**src/rtl/penc_seq.sv**
```systemverilog
// ---------------------------------------------------------------------------
// penc_seq -- sequential priority encoder
//
// Captures an N-bit request vector and emits the index of every set bit,
// one per output handshake, highest index first (lowest first when
// PENC_LSB_FIRST_EN is defined). An all-zero vector produces a single
// "empty" beat with VALID=0 so the consumer still sees one beat per vector.
//
// Configuration macro:
//   PENC_LSB_FIRST_EN  defined   -> lowest set index emitted first
//                      undefined -> highest set index emitted first
//
// Parameters:
//   N  request vector width (2..64)
//   W  index width, must equal $clog2(N)
//
// Ports:
//   clk       clock, rising edge
//   rst       asynchronous active-high reset
//   A         request vector, sampled on in_vld && in_rdy
//   in_vld    A is valid
//   in_rdy    ready for a new vector (IDLE only)
//   Y         current index (0 when VALID=0)
//   VALID     beat carries a real index
//   out_vld   beat on Y/VALID/out_last is valid
//   out_rdy   consumer accepts the beat
//   out_last  final beat of the captured vector
//   pend      bits not yet serviced (registered)
// ---------------------------------------------------------------------------
module penc_seq #(
   parameter int N = 8,
   parameter int W = 3
) (
   input  logic         clk,
   input  logic         rst,
   input  logic [N-1:0] A,
   input  logic         in_vld,
   output logic         in_rdy,
   output logic [W-1:0] Y,
   output logic         VALID,
   output logic         out_vld,
   input  logic         out_rdy,
   output logic         out_last,
   output logic [N-1:0] pend
);

   // Elaboration-time guard on the index width.
   if (W != $clog2(N)) begin : g_w_check
      $error("penc_seq: W must equal $clog2(N)");
   end

   typedef enum logic [1:0] {
      IDLE = 2'd0,
      EMIT = 2'd1,
      ZERO = 2'd2
   } state_t;

   state_t         state_q, state_d;
   logic [N-1:0]   pend_q, pend_d;
   logic [W-1:0]   sel_idx;
   logic [N-1:0]   sel_onehot;
   logic           single_bit;

   // Priority select over the pending bits. The last assignment in the loop
   // wins, so the loop direction sets the priority order.
   always_comb begin
      sel_idx = '0;
`ifdef PENC_LSB_FIRST_EN
      for (int i = N - 1; i >= 0; i--) begin
         if (pend_q[i]) sel_idx = W'(i);
      end
`else
      for (int i = 0; i < N; i++) begin
         if (pend_q[i]) sel_idx = W'(i);
      end
`endif
   end

   assign sel_onehot = N'(1) << sel_idx;

   // Exactly one bit left: nonzero and clearing the lowest set bit gives zero.
   assign single_bit = (pend_q != '0) && ((pend_q & (pend_q - N'(1))) == '0);

   // Next-state and output decode.
   always_comb begin
      state_d  = state_q;
      pend_d   = pend_q;
      in_rdy   = 1'b0;
      out_vld  = 1'b0;
      Y        = '0;
      VALID    = 1'b0;
      out_last = 1'b0;
      case (state_q)
         IDLE: begin
            in_rdy = 1'b1;
            if (in_vld) begin
               pend_d  = A;
               state_d = (A == '0) ? ZERO : EMIT;
            end
         end
         EMIT: begin
            out_vld  = 1'b1;
            VALID    = 1'b1;
            Y        = sel_idx;
            out_last = single_bit;
            if (out_rdy) begin
               pend_d = pend_q & ~sel_onehot;
               if (single_bit) state_d = IDLE;
            end
         end
         ZERO: begin
            out_vld  = 1'b1;
            out_last = 1'b1;
            if (out_rdy) state_d = IDLE;
         end
         default: begin
            // Unreachable encoding: recover to a clean IDLE.
            state_d = IDLE;
            pend_d  = '0;
         end
      endcase
   end

   always_ff @(posedge clk or posedge rst) begin
      if (rst) begin
         state_q <= IDLE;
         pend_q  <= '0;
      end else begin
         state_q <= state_d;
         pend_q  <= pend_d;
      end
   end

   assign pend = pend_q;

endmodule

```
**config.mk**
```make
export PLATFORM = sky130hd
export DESIGN_NAME = penc_seq
export DESIGN_NICKNAME = d
export VERILOG_FILES = /design/src/rtl/penc_seq.sv
export SDC_FILE = /design/constraint.sdc
export NUM_CORES = 1
export LEC_CHECK = 0
export CAP_MARGIN = 10
export CORE_AREA = 2 2 44 46
export CTS_CLUSTER_DIAMETER = 50
export DETAILED_ROUTE_END_ITERATION = 12
export DIE_AREA = 0 0 46 48
export GPL_ROUTABILITY_DRIVEN = 0
export GPL_TIMING_DRIVEN = 0
export PLACE_DENSITY = 0.81
export SETUP_SLACK_MARGIN = 0.4
export SLEW_MARGIN = 15
export SYNTH_ARGS = -nofsm -noshare
export SYNTH_HDL_FRONTEND = slang
export SYNTH_SLANG_ARGS = --single-unit
```
**constraint.sdc**
```tcl
create_clock -name clk -period 1.9 [get_ports clk]
set_input_delay 0.38 -clock clk [delete_from_list [all_inputs] [get_ports clk]]
set_output_delay 0.38 -clock clk [all_outputs]
set_load 0.005 [all_outputs]
```
==> results of run 1 <==
timing repair:
action | CTS
buffers inserted | 39
resized for setup | 93
pin swaps | 18
endpoints found under the setup margin | 24
through the flow:
stage	cells	hold slack (ns)	setup TNS [ns]	worst slack [ns]
after floorplan	78	0.220	0	0.306
after global placement	121	0.588	-0.654	-0.339
after detailed placement	121	0.600	-0.639	-0.322
after CTS	163	0.405	-0.262	-0.262
cell families after synthesis:
| logic type | Yosys count |
|---|---|
| simple gates | 33 |
| fa+ha+maj | 3 |
| compound gates | 21 |
| mux | 2 |
| flops | 10 |
| buf+inv | 8 |
| xor+xnor | 1 |
==> PnR_summary.wiki, run 1 <==
{| class="wikitable"
! Metric !! Value
|-
| CTS Buf Count || 3
|-
| DP Area || 1030 um^2
|-
| HPWL after DPL || 1450 um
|-
| Warnings, synthesis || 0
|-
| Count of flip-flops with a built-in enable after synthesis || 0
|-
| Clock buffer depth || 2
|-
| Stage at which the run stopped || global routing
|-
| Final worst endpoint reported by repair_timing after global routing || out_last
|-
| Number of port buffers || 26
|-
| Count of H-tree levels built during CTS || 1
|-
| Top-Level Pins || 27
|-
| Syn nets || 93
|-
| Share of async-settable or async-resettable flops after synthesis || 100%
|-
| Chip width || 46 um
|-
| Parity-gate share of the synthesized area counting xor and xnor cells || 1.25%
|-
| Share of the synthesized area in the top cell type || 35.8%
|-
| FF+latch count, synth || 10
|-
| Initial cell density of the core || 41.4%
|-
| Distinct cell type count after synthesis || 29
|-
| Synth Area in Simple Gates || 27.2%
|-
| Sequential fraction of the synthesis area || 35.8%
|-
| Multiplexer share of the synthesized area || 2.86%
|-
| Post-Synth Adder-Cell Area || 5.37%
|-
| Top post-synthesis cells by count || 10 x sky130_fd_sc_hd__dfrtp_1, 10 x sky130_fd_sc_hd__nor2_1, 6 x sky130_fd_sc_hd__inv_1, 6 x sky130_fd_sc_hd__nand2_1, 5 x sky130_fd_sc_hd__o21ai_0
|-
| Gate count of the mapped netlist || 78
|-
| Clock Sinks || 10
|-
| Worst EP kind || top-level output
|-
| Largest area contributor in the netlist || sky130_fd_sc_hd__dfrtp_1
|-
| Clock Tree Root || sky130_fd_sc_hd__clkbuf_4
|-
| Top post-synthesis cells by area || sky130_fd_sc_hd__dfrtp_1 36%, sky130_fd_sc_hd__ha_1 5.4%, sky130_fd_sc_hd__nor2_1 5.4%, sky130_fd_sc_hd__a22o_1 5.0%, sky130_fd_sc_hd__nor4_1 3.6%
|-
| Mean Syn Cell Area || 8.97 um^2
|-
| Most common flop cell mapped by yosys || sky130_fd_sc_hd__dfrtp_1
|-
| Compound-cell area share of the yosys netlist || 21.6%
|-
| CTS Hold Bufs || 0
|-
| Run status || did not finish
|-
| Main combinational cell family by area after synthesis || simple AND/OR/NAND/NOR gates
|-
| Synth Cell Area || 699 um^2
|-
| FP Rows || 15
|-
| Tool error || [ERROR DPL-0038] Utilization greater than 100%, impossible to legalize
|-
| Die boundary height || 48 um
|-
| Pin count of the biggest net entering global routing || 11
|}
==> run 2, diff against run 1 <==
==> config.mk (replaced) <==
export PLATFORM = sky130hd
export DESIGN_NAME = penc_seq
export DESIGN_NICKNAME = d
export VERILOG_FILES = /design/src/rtl/penc_seq.sv
export SDC_FILE = /design/constraint.sdc
export NUM_CORES = 1
export LEC_CHECK = 0
export CAP_MARGIN = 10
export CORE_AREA = 2 2 63 65
export DETAILED_ROUTE_END_ITERATION = 12
export DIE_AREA = 0 0 65 67
export GPL_ROUTABILITY_DRIVEN = 0
export GPL_TIMING_DRIVEN = 0
export PLACE_DENSITY_LB_ADDON = 0.15
export SLEW_MARGIN = 15
export SYNTH_ARGS = -nofsm -noshare
export SYNTH_HDL_FRONTEND = slang
export SYNTH_SLANG_ARGS = --single-unit
==> run 2 against run 1 <==
Effect of this change:
- the flow now finishes, with violations (setup timing)
- synthesized cell count is the same
- area after synthesis unchanged
==> PnR_summary.wiki, run 2 <==
{| class="wikitable"
! Metric !! Value
|-
| Antenna violations before repair || 0
|-
| Total wirelength of the detailed-routed design || 2380 um
|-
| Final Critical Period || 2.05 ns
|-
| Sum of internal, switching and leakage power || 2.45 mW
|-
| First-pass iteration count of the detailed router || 4
|-
| # placed instances || 152 (+26%)
|-
| Critical R2R Capture || state_q[0]$_DFFE_PP0P_
|-
| Largest area contributor in the netlist || sky130_fd_sc_hd__dfrtp_1
|-
| MaxCap Viol Count || 0
|-
| Floorplan Core Area || 3610 um^2
|-
| Post-route fraction of the period consumed by the critical path || 108%
|-
| Synth Area in Simple Gates || 27.2% (unchanged)
|-
| Count of H-tree levels built during CTS || 1 (unchanged)
|-
| Gate count of the mapped netlist || 78 (unchanged)
|-
| Maximum achievable frequency || 0.489 GHz
|-
| Top post-synthesis cells by area || sky130_fd_sc_hd__dfrtp_1 36%, sky130_fd_sc_hd__ha_1 5.4%, sky130_fd_sc_hd__nor2_1 5.4%, sky130_fd_sc_hd__a22o_1 5.0%, sky130_fd_sc_hd__nor4_1 3.6%
|-
| Clock Tree Root || sky130_fd_sc_hd__clkbuf_8
|-
| Parity-gate share of the synthesized area counting xor and xnor cells || 1.25% (unchanged)
|-
| Register-to-Register Setup Slack || 0.14 ns
|-
| Count of flip-flops with a built-in enable after synthesis || 0 (unchanged)
|-
| Post-route ant nets || 0
|-
| FF+latch count, synth || 10 (unchanged)
|-
| Share of the synthesized area in the top cell type || 35.8% (unchanged)
|-
| PD cells || 1880 nW/um^2
|-
| Non-filler instance count after layout || 173
|-
| Worst setup path end || out_last
|-
| Share of async-settable or async-resettable flops after synthesis || 100% (unchanged)
|-
| DP Area || 1020 um^2 (-0.85%)
|-
| Top-Level Pins || 27 (unchanged)
|-
| Residual overflow from global routing || 0
|-
| Nets@finish || 142
|-
| Sum Neg Setup Slack || -0.146 ns
|-
| Pin count of the biggest net entering global routing || 11
|-
| Commonest non-fill, non-tap cell in the layout || sky130_fd_sc_hd__clkdlybuf4s50_1
|-
| Met1 track utilization from global routing || 13.7%
|-
| CTS clock-pin slew for the worst setup and hold paths || 0.05 ns
|-
| Sequential fraction of the synthesis area || 35.8% (unchanged)
|-
| Post-Route Skew || 0.000307 ns
|-
| Total number of vias || 769
|-
| Syn nets || 93 (unchanged)
|-
| Type of the tightest min-delay check || input pin to asynchronous set/reset pin
|-
| Multiplexer share of the synthesized area || 2.86% (unchanged)
|-
| Max FO, Critical Path || 2
|-
| Capturing element type of the critical path || primary output
|-
| Worst Setup Path Type || flip-flop to primary output
|-
| Final-report setup violation count || 1
|-
| Vias in the first global route || 712
|-
| Post-placement worst setup slack || -0.476 ns (-0.154 ns)
|-
| Global-route usage over all layers || 11.3%
|-
| RSZ-0062 raised after global routing || true
|-
| Grt peak-use layer || met2
|-
| Floorplan die area || 4360 um^2
|-
| Slew Limit Fails || 0
|-
| Most common flop cell mapped by yosys || sky130_fd_sc_hd__dfrtp_1
|-
| Met3 track demand over resource || 1.18%
|-
| Post-Synth Adder-Cell Area || 5.37% (unchanged)
|-
| Chip width || 65 um (+41%)
|-
| Post-route design area || 1300 um^2
|-
| Data required time of the worst path || 1.52 ns
|-
| Fraction of final layout cells with drive strength greater than 1 || 42.4%
|-
| Highest-count cells in the layout ignoring fill and taps || 22 x sky130_fd_sc_hd__clkdlybuf4s50_1, 14 x sky130_fd_sc_hd__buf_4, 7 x sky130_fd_sc_hd__nor2_1
|-
| Critical Path AT || 1.67 ns
|-
| Headroom to the max-slew limit || 66.8%
|-
| Fill cell total of the finished layout || 385
|-
| Maximum vdd ir drop || 0.348 mV
|-
| Global-route wire length before repair || 3600 um
|-
| Finished Core Util || 36.2%
|-
| CTS Buf Count || 3 (unchanged)
|-
| Leak Pwr || 0.549 nW
|-
| Flip-flop count of the largest register after layout || 8
|-
| Met2 track utilization from global routing || 19.3%
|-
| Clk Latency, worst-skew pair || 0.23 ns
|-
| Number of endpoints with negative hold slack in the final report || 0
|-
| Main combinational cell family by area after synthesis || simple AND/OR/NAND/NOR gates
|-
| Die boundary height || 67 um (+40%)
|-
| HPWL after DPL || 1640 um (+13%)
|-
| Clock tree from TritonCTS || done
|-
| Initial cell density of the core || 19.4% (-22 points)
|-
| Antenna Diode Count || 0
|-
| Area Growth Syn to Fin || 86.4%
|-
| Critical path launch point type || flip-flop
|-
| Synth Cell Area || 699 um^2 (unchanged)
|-
| Mean Syn Cell Area || 8.97 um^2 (unchanged)
|-
| Distinct cell type count after synthesis || 29 (unchanged)
|-
| Tightest Pin Transition || 0.493 ns
|-
| Clock Sinks || 10 (unchanged)
|-
| Warnings, synthesis || 0 (unchanged)
|-
| Violated checks || setup timing
|-
| Compound-cell area share of the yosys netlist || 21.6% (unchanged)
|-
| FP Rows || 22 (+7)
|-
| Avg WL per Cell || 13.8 um
|-
| Slack of the critical path || -0.146 ns
|-
| Launch point of the critical path || pend[2]$_DFFE_PP0P_
|-
| CTS Hold Bufs || 0 (unchanged)
|-
| Startpoint of the most critical register-to-register path || pend[5]$_DFFE_PP0P_
|-
| Number of port buffers || 26 (unchanged)
|-
| Final-layout worst hold slack || 0.439 ns
|-
| Run status || complete, but fails checks
|-
| Clock buffer depth || 2 (unchanged)
|-
| Reg2Reg Depth || 9
|-
| Drt initial violations || 48
|-
| Per-cell via count in the routed design || 4.45
|-
| DRC violation count after routing || 0
|-
| Top post-synthesis cells by count || 10 x sky130_fd_sc_hd__dfrtp_1, 10 x sky130_fd_sc_hd__nor2_1, 6 x sky130_fd_sc_hd__inv_1, 6 x sky130_fd_sc_hd__nand2_1, 5 x sky130_fd_sc_hd__o21ai_0
|}
[run 2: cell counts after synthesis]
No cell type changed its count.
[run 2: kinds of logic (layout without fill, tap and decap cells)]
logic type	Yosys count	in the layout
AOI/OAI and AO/OA	21	21
and+or+nand+nor	33	33
DFF	10	10
buffers and inverters	8	55
xor gates and xnor gates	1	1
muxes	2	2
adders and majority gates	3	3
[run 2: routing by layer]
metal  wire length (um)  vias up
li1                   -      379
met1                918      372
met2               1320       14
met3                 88        4
met4                 57        0
met5                  0        -
[run 2: repair_timing]
action / CTS / global route
pin swaps: 5 / 11
resized for setup: 29 / 17
setup buffers: 9 / 9
endpoints found under the hold margin: 0 / 0
setup endpoints to repair: 13 / 8
[run 2: worst max-delay path, stage by stage (launching register included)]
cell                      delay, ns
sky130_fd_sc_hd__dfrtp_2       0.40
sky130_fd_sc_hd__buf_6         0.12
sky130_fd_sc_hd__buf_6         0.11
sky130_fd_sc_hd__a22oi_2       0.16
sky130_fd_sc_hd__nand2_1       0.11
sky130_fd_sc_hd__nor4_2        0.29
sky130_fd_sc_hd__o21a_1        0.14
sky130_fd_sc_hd__buf_2         0.10
[run 2: area by class of cell]
type	count	area, um^2	area share (%)
Multi-Input combinational cell	60	513	39.3
Inverter	6	22.5	1.73
Buffer	2	20.0	1.54
Clock buffer	3	41.3	3.17
Sequential cell	10	256	19.7
Timing Repair Buffer	44	390	29.9
Tap cell	48	60.1	4.61
[run 2: worst min path at each step]
stage	startpoint	end	slack (ns)
final	rst	pend[4]$_DFFE_PP0P_	0.44
after CTS	rst	pend[0]$_DFFE_PP0P_	0.46
after floorplan	rst	pend[0]$_DFFE_PP0P_	0.22
after global placement	state_q[1]$_DFFE_PP0P_	state_q[1]$_DFFE_PP0P_	0.56
after global routing	rst	pend[4]$_DFFE_PP0P_	0.48
after detailed placement	state_q[1]$_DFFE_PP0P_	state_q[1]$_DFFE_PP0P_	0.58
[run 2: power breakdown]
part           leakage (nW)  internal [mW]  switching (mW)
clock network        0.0216          0.138          0.0781
registers             0.119          0.317           0.191
logic                 0.408           1.01           0.716
total                 0.549           1.46           0.986
No activity file was read; power rests on OpenSTA's default activity.
==> run 3, diff against run 2 <==
--- a/config.mk
+++ b/config.mk
@@ -9,9 +9,9 @@
 export CORE_AREA = 2 2 63 65
 export DETAILED_ROUTE_END_ITERATION = 12
 export DIE_AREA = 0 0 65 67
-export GPL_ROUTABILITY_DRIVEN = 0
 export GPL_TIMING_DRIVEN = 0
 export PLACE_DENSITY_LB_ADDON = 0.15
+export SETUP_SLACK_MARGIN = 0.2
 export SLEW_MARGIN = 15
 export SYNTH_ARGS = -nofsm -noshare
 export SYNTH_HDL_FRONTEND = slang
==> run 3 against run 2 <==
Effect of this change:
- the run still ends with setup timing left
- cell count is 6.4% higher
- non-clock buffer count is 11 higher
- flip-flop and latch count stayed put
- clock-buffer cell count stayed put
- via count is 7.8% higher
- design area is 14% higher
- critical endpoint unchanged
==> PnR_summary.wiki, run 3 (synthesis gave the netlist of run 2 again) <==
{| class="wikitable"
! Metric !! Value
|-
| Count of H-tree levels built during CTS || 1 (unchanged)
|-
| Finished Core Util || 41.4% (+5.2 points)
|-
| Die boundary height || 67 um (unchanged)
|-
| Run status || complete, but fails checks
|-
| Floorplan die area || 4360 um^2 (unchanged)
|-
| DP Area || 1020 um^2 (unchanged)
|-
| Pin count of the biggest net entering global routing || 11 (unchanged)
|-
| Antenna Diode Count || 0 (unchanged)
|-
| Flip-flop count of the largest register after layout || 8 (unchanged)
|-
| Slack of the critical path || -0.255 ns (-0.109 ns)
|-
| GP Congestion || 0.768
|-
| Maximum achievable frequency || 0.464 GHz (-5.1%)
|-
| Max FO, Critical Path || 4 (+2)
|-
| Chip width || 65 um (unchanged)
|-
| Data required time of the worst path || 1.52 ns (about the same)
|-
| HPWL after DPL || 1640 um (unchanged)
|-
| Clock tree from TritonCTS || done
|-
| Fraction of final layout cells with drive strength greater than 1 || 55.1% (+13 points)
|-
| RSZ-0062 raised after global routing || true
|-
| PD cells || 1890 nW/um^2 (+0.32%)
|-
| Number of port buffers || 26 (unchanged)
|-
| Capturing element type of the critical path || primary output
|-
| Headroom to the max-slew limit || 64.2% (-2.7 points)
|-
| MaxCap Viol Count || 0 (unchanged)
|-
| CTS Buf Count || 3 (unchanged)
|-
| Clk Latency, worst-skew pair || 0.23 ns (about the same)
|-
| Leak Pwr || 0.646 nW (+18%)
|-
| First-pass iteration count of the detailed router || 4 (unchanged)
|-
| Post-route fraction of the period consumed by the critical path || 113% (+5.7 points)
|-
| Post-route design area || 1490 um^2 (+14%)
|-
| Global-route usage over all layers || 12.4% (+1.1 points)
|-
| Highest-count cells in the layout ignoring fill and taps || 17 x sky130_fd_sc_hd__clkdlybuf4s50_1, 17 x sky130_fd_sc_hd__buf_4, 14 x sky130_fd_sc_hd__buf_6
|-
| Sum of internal, switching and leakage power || 2.81 mW (+15%)
|-
| Violated checks || setup timing
|-
| Avg WL per Cell || 14.2 um (+3.1%)
|-
| Drt initial violations || 85 (+77%)
|-
| Post-route ant nets || 0 (unchanged)
|-
| Total number of vias || 829 (+7.8%)
|-
| Clock Sinks || 10 (unchanged)
|-
| Maximum vdd ir drop || 0.414 mV (+19%)
|-
| Antenna violations before repair || 0 (unchanged)
|-
| Residual overflow from global routing || 0 (unchanged)
|-
| Top-Level Pins || 27 (unchanged)
|-
| Critical Path AT || 1.78 ns (+0.11 ns)
|-
| Nets@finish || 153 (+7.7%)
|-
| Slew Limit Fails || 0 (unchanged)
|-
| Vias in the first global route || 817 (+15%)
|-
| Initial cell density of the core || 19.4% (unchanged)
|-
| Worst Setup Path Type || flip-flop to primary output
|-
| Final-layout worst hold slack || 0.440 ns (+0.000583 ns)
|-
| FP Rows || 22 (unchanged)
|-
| Total wirelength of the detailed-routed design || 2610 um (+9.6%)
|-
| Global-route wire length before repair || 4000 um (+11%)
|-
| Per-cell via count in the routed design || 4.51 (+1.4%)
|-
| Area Growth Syn to Fin || 113%
|-
| Critical path launch point type || flip-flop
|-
| Floorplan Core Area || 3610 um^2 (unchanged)
|-
| Post-Route Skew || 0.000530 ns (+0.000224 ns)
|-
| Number of endpoints with negative hold slack in the final report || 0 (unchanged)
|-
| Tightest Pin Transition || 0.532 ns (+0.0395 ns)
|-
| Final Critical Period || 2.16 ns (+0.109 ns)
|-
| Post-placement worst setup slack || -0.476 ns (unchanged)
|-
| Type of the tightest min-delay check || input pin to asynchronous set/reset pin
|-
| CTS Hold Bufs || 0 (unchanged)
|-
| Final-report setup violation count || 2 (+1)
|-
| Clock Tree Root || sky130_fd_sc_hd__clkbuf_8
|-
| Clock buffer depth || 2 (unchanged)
|-
| CTS clock-pin slew for the worst setup and hold paths || 0.05 ns (about the same)
|-
| DRC violation count after routing || 0 (unchanged)
|}
## run 3: cell types whose count changed in the layout (fill, tap and decap cells not counted), sizes merged
cell | before | now
clkdlybuf4s50 | 22 | 17
dlygate4sd2 | 0 | 3
buf | 22 | 36
clkbuf | 5 | 4
## run 3: final cells by class
type,instances,area [um^2]
Buffer,2,26.3
Clock buffer,3,41.3
Fill cell,358,2110
Inverter,6,27.5
Multi-Input combinational cell,60,568
Sequential cell,10,258
Tap cell,48,60.1
Timing Repair Buffer,55,510
## run 3: worst paths after layout
| check | slack, ns | startpoint | endpoint | depth (start not counted) |
|---|---|---|---|---|
| max in group asynchronous | 1.15 | rst | pend[7]$_DFFE_PP0P_ | 2 |
| max | -0.26 | pend[5]$_DFFE_PP0P_ | out_last | 8 |
| min | 0.44 | rst | pend[4]$_DFFE_PP0P_ | 2 |
| max reg2reg | 0.13 | pend[5]$_DFFE_PP0P_ | pend[4]$_DFFE_PP0P_ | 8 |
| min in group clk | 0.62 | pend[3]$_DFFE_PP0P_ | pend[3]$_DFFE_PP0P_ | 1 |
| min reg2reg | 0.62 | pend[3]$_DFFE_PP0P_ | pend[3]$_DFFE_PP0P_ | 1 |
## run 3: worst max-delay path, stage by stage (launching register included)
cell and delay (ns):
sky130_fd_sc_hd__dfrtp_1 0.40, sky130_fd_sc_hd__buf_8 0.14, sky130_fd_sc_hd__buf_6 0.11, sky130_fd_sc_hd__buf_6 0.10, sky130_fd_sc_hd__a22oi_2 0.14, sky130_fd_sc_hd__nand2_1 0.11
sky130_fd_sc_hd__nor4_2 0.30, sky130_fd_sc_hd__o21a_1 0.14, sky130_fd_sc_hd__buf_2 0.10
## run 3: timing repair
| item | CTS | global route |
|---|---|---|
| setup buffers | 22 | 7 |
| pin swaps | 15 | 10 |
| setup endpoints to repair | 14 | 17 |
| gates resized for setup | 63 | 20 |
## run 3: power breakdown
group / internal (mW) / switching, mW
combinational: 1.23 / 0.846
sequential: 0.319 / 0.199
clock: 0.139 / 0.0816
total: 1.69 / 1.13
## run 3: metal layers
| layer | part of all wire, % | track usage (%) | routed length [um] |
|---|---|---|---|
| met1 | 38 | 14.1 | 987 |
| met2 | 58 | 22.8 | 1510 |
| met3 | 3.1 | 1.18 | 81 |
| met4 | 1.3 | 6.38 | 34 |
| met5 | 0 | 0 | 0 |
## run 3: through the flow
step	instances	setup TNS, ns
floorplan	78	0
global placement	152	-2.09
detailed placement	152	-1.95
CTS	177	-0.276
global route	184	-0.503
finish	184	-0.366
==> run 4, diff against run 3 <==
--- a/config.mk
+++ b/config.mk
@@ -12,7 +12,6 @@
 export GPL_TIMING_DRIVEN = 0
 export PLACE_DENSITY_LB_ADDON = 0.15
 export SETUP_SLACK_MARGIN = 0.2
-export SLEW_MARGIN = 15
 export SYNTH_ARGS = -nofsm -noshare
 export SYNTH_HDL_FRONTEND = slang
 export SYNTH_SLANG_ARGS = --single-unit
==> results of run 4 <==
Final layout, timing and power as in run 3 (identical DEF).
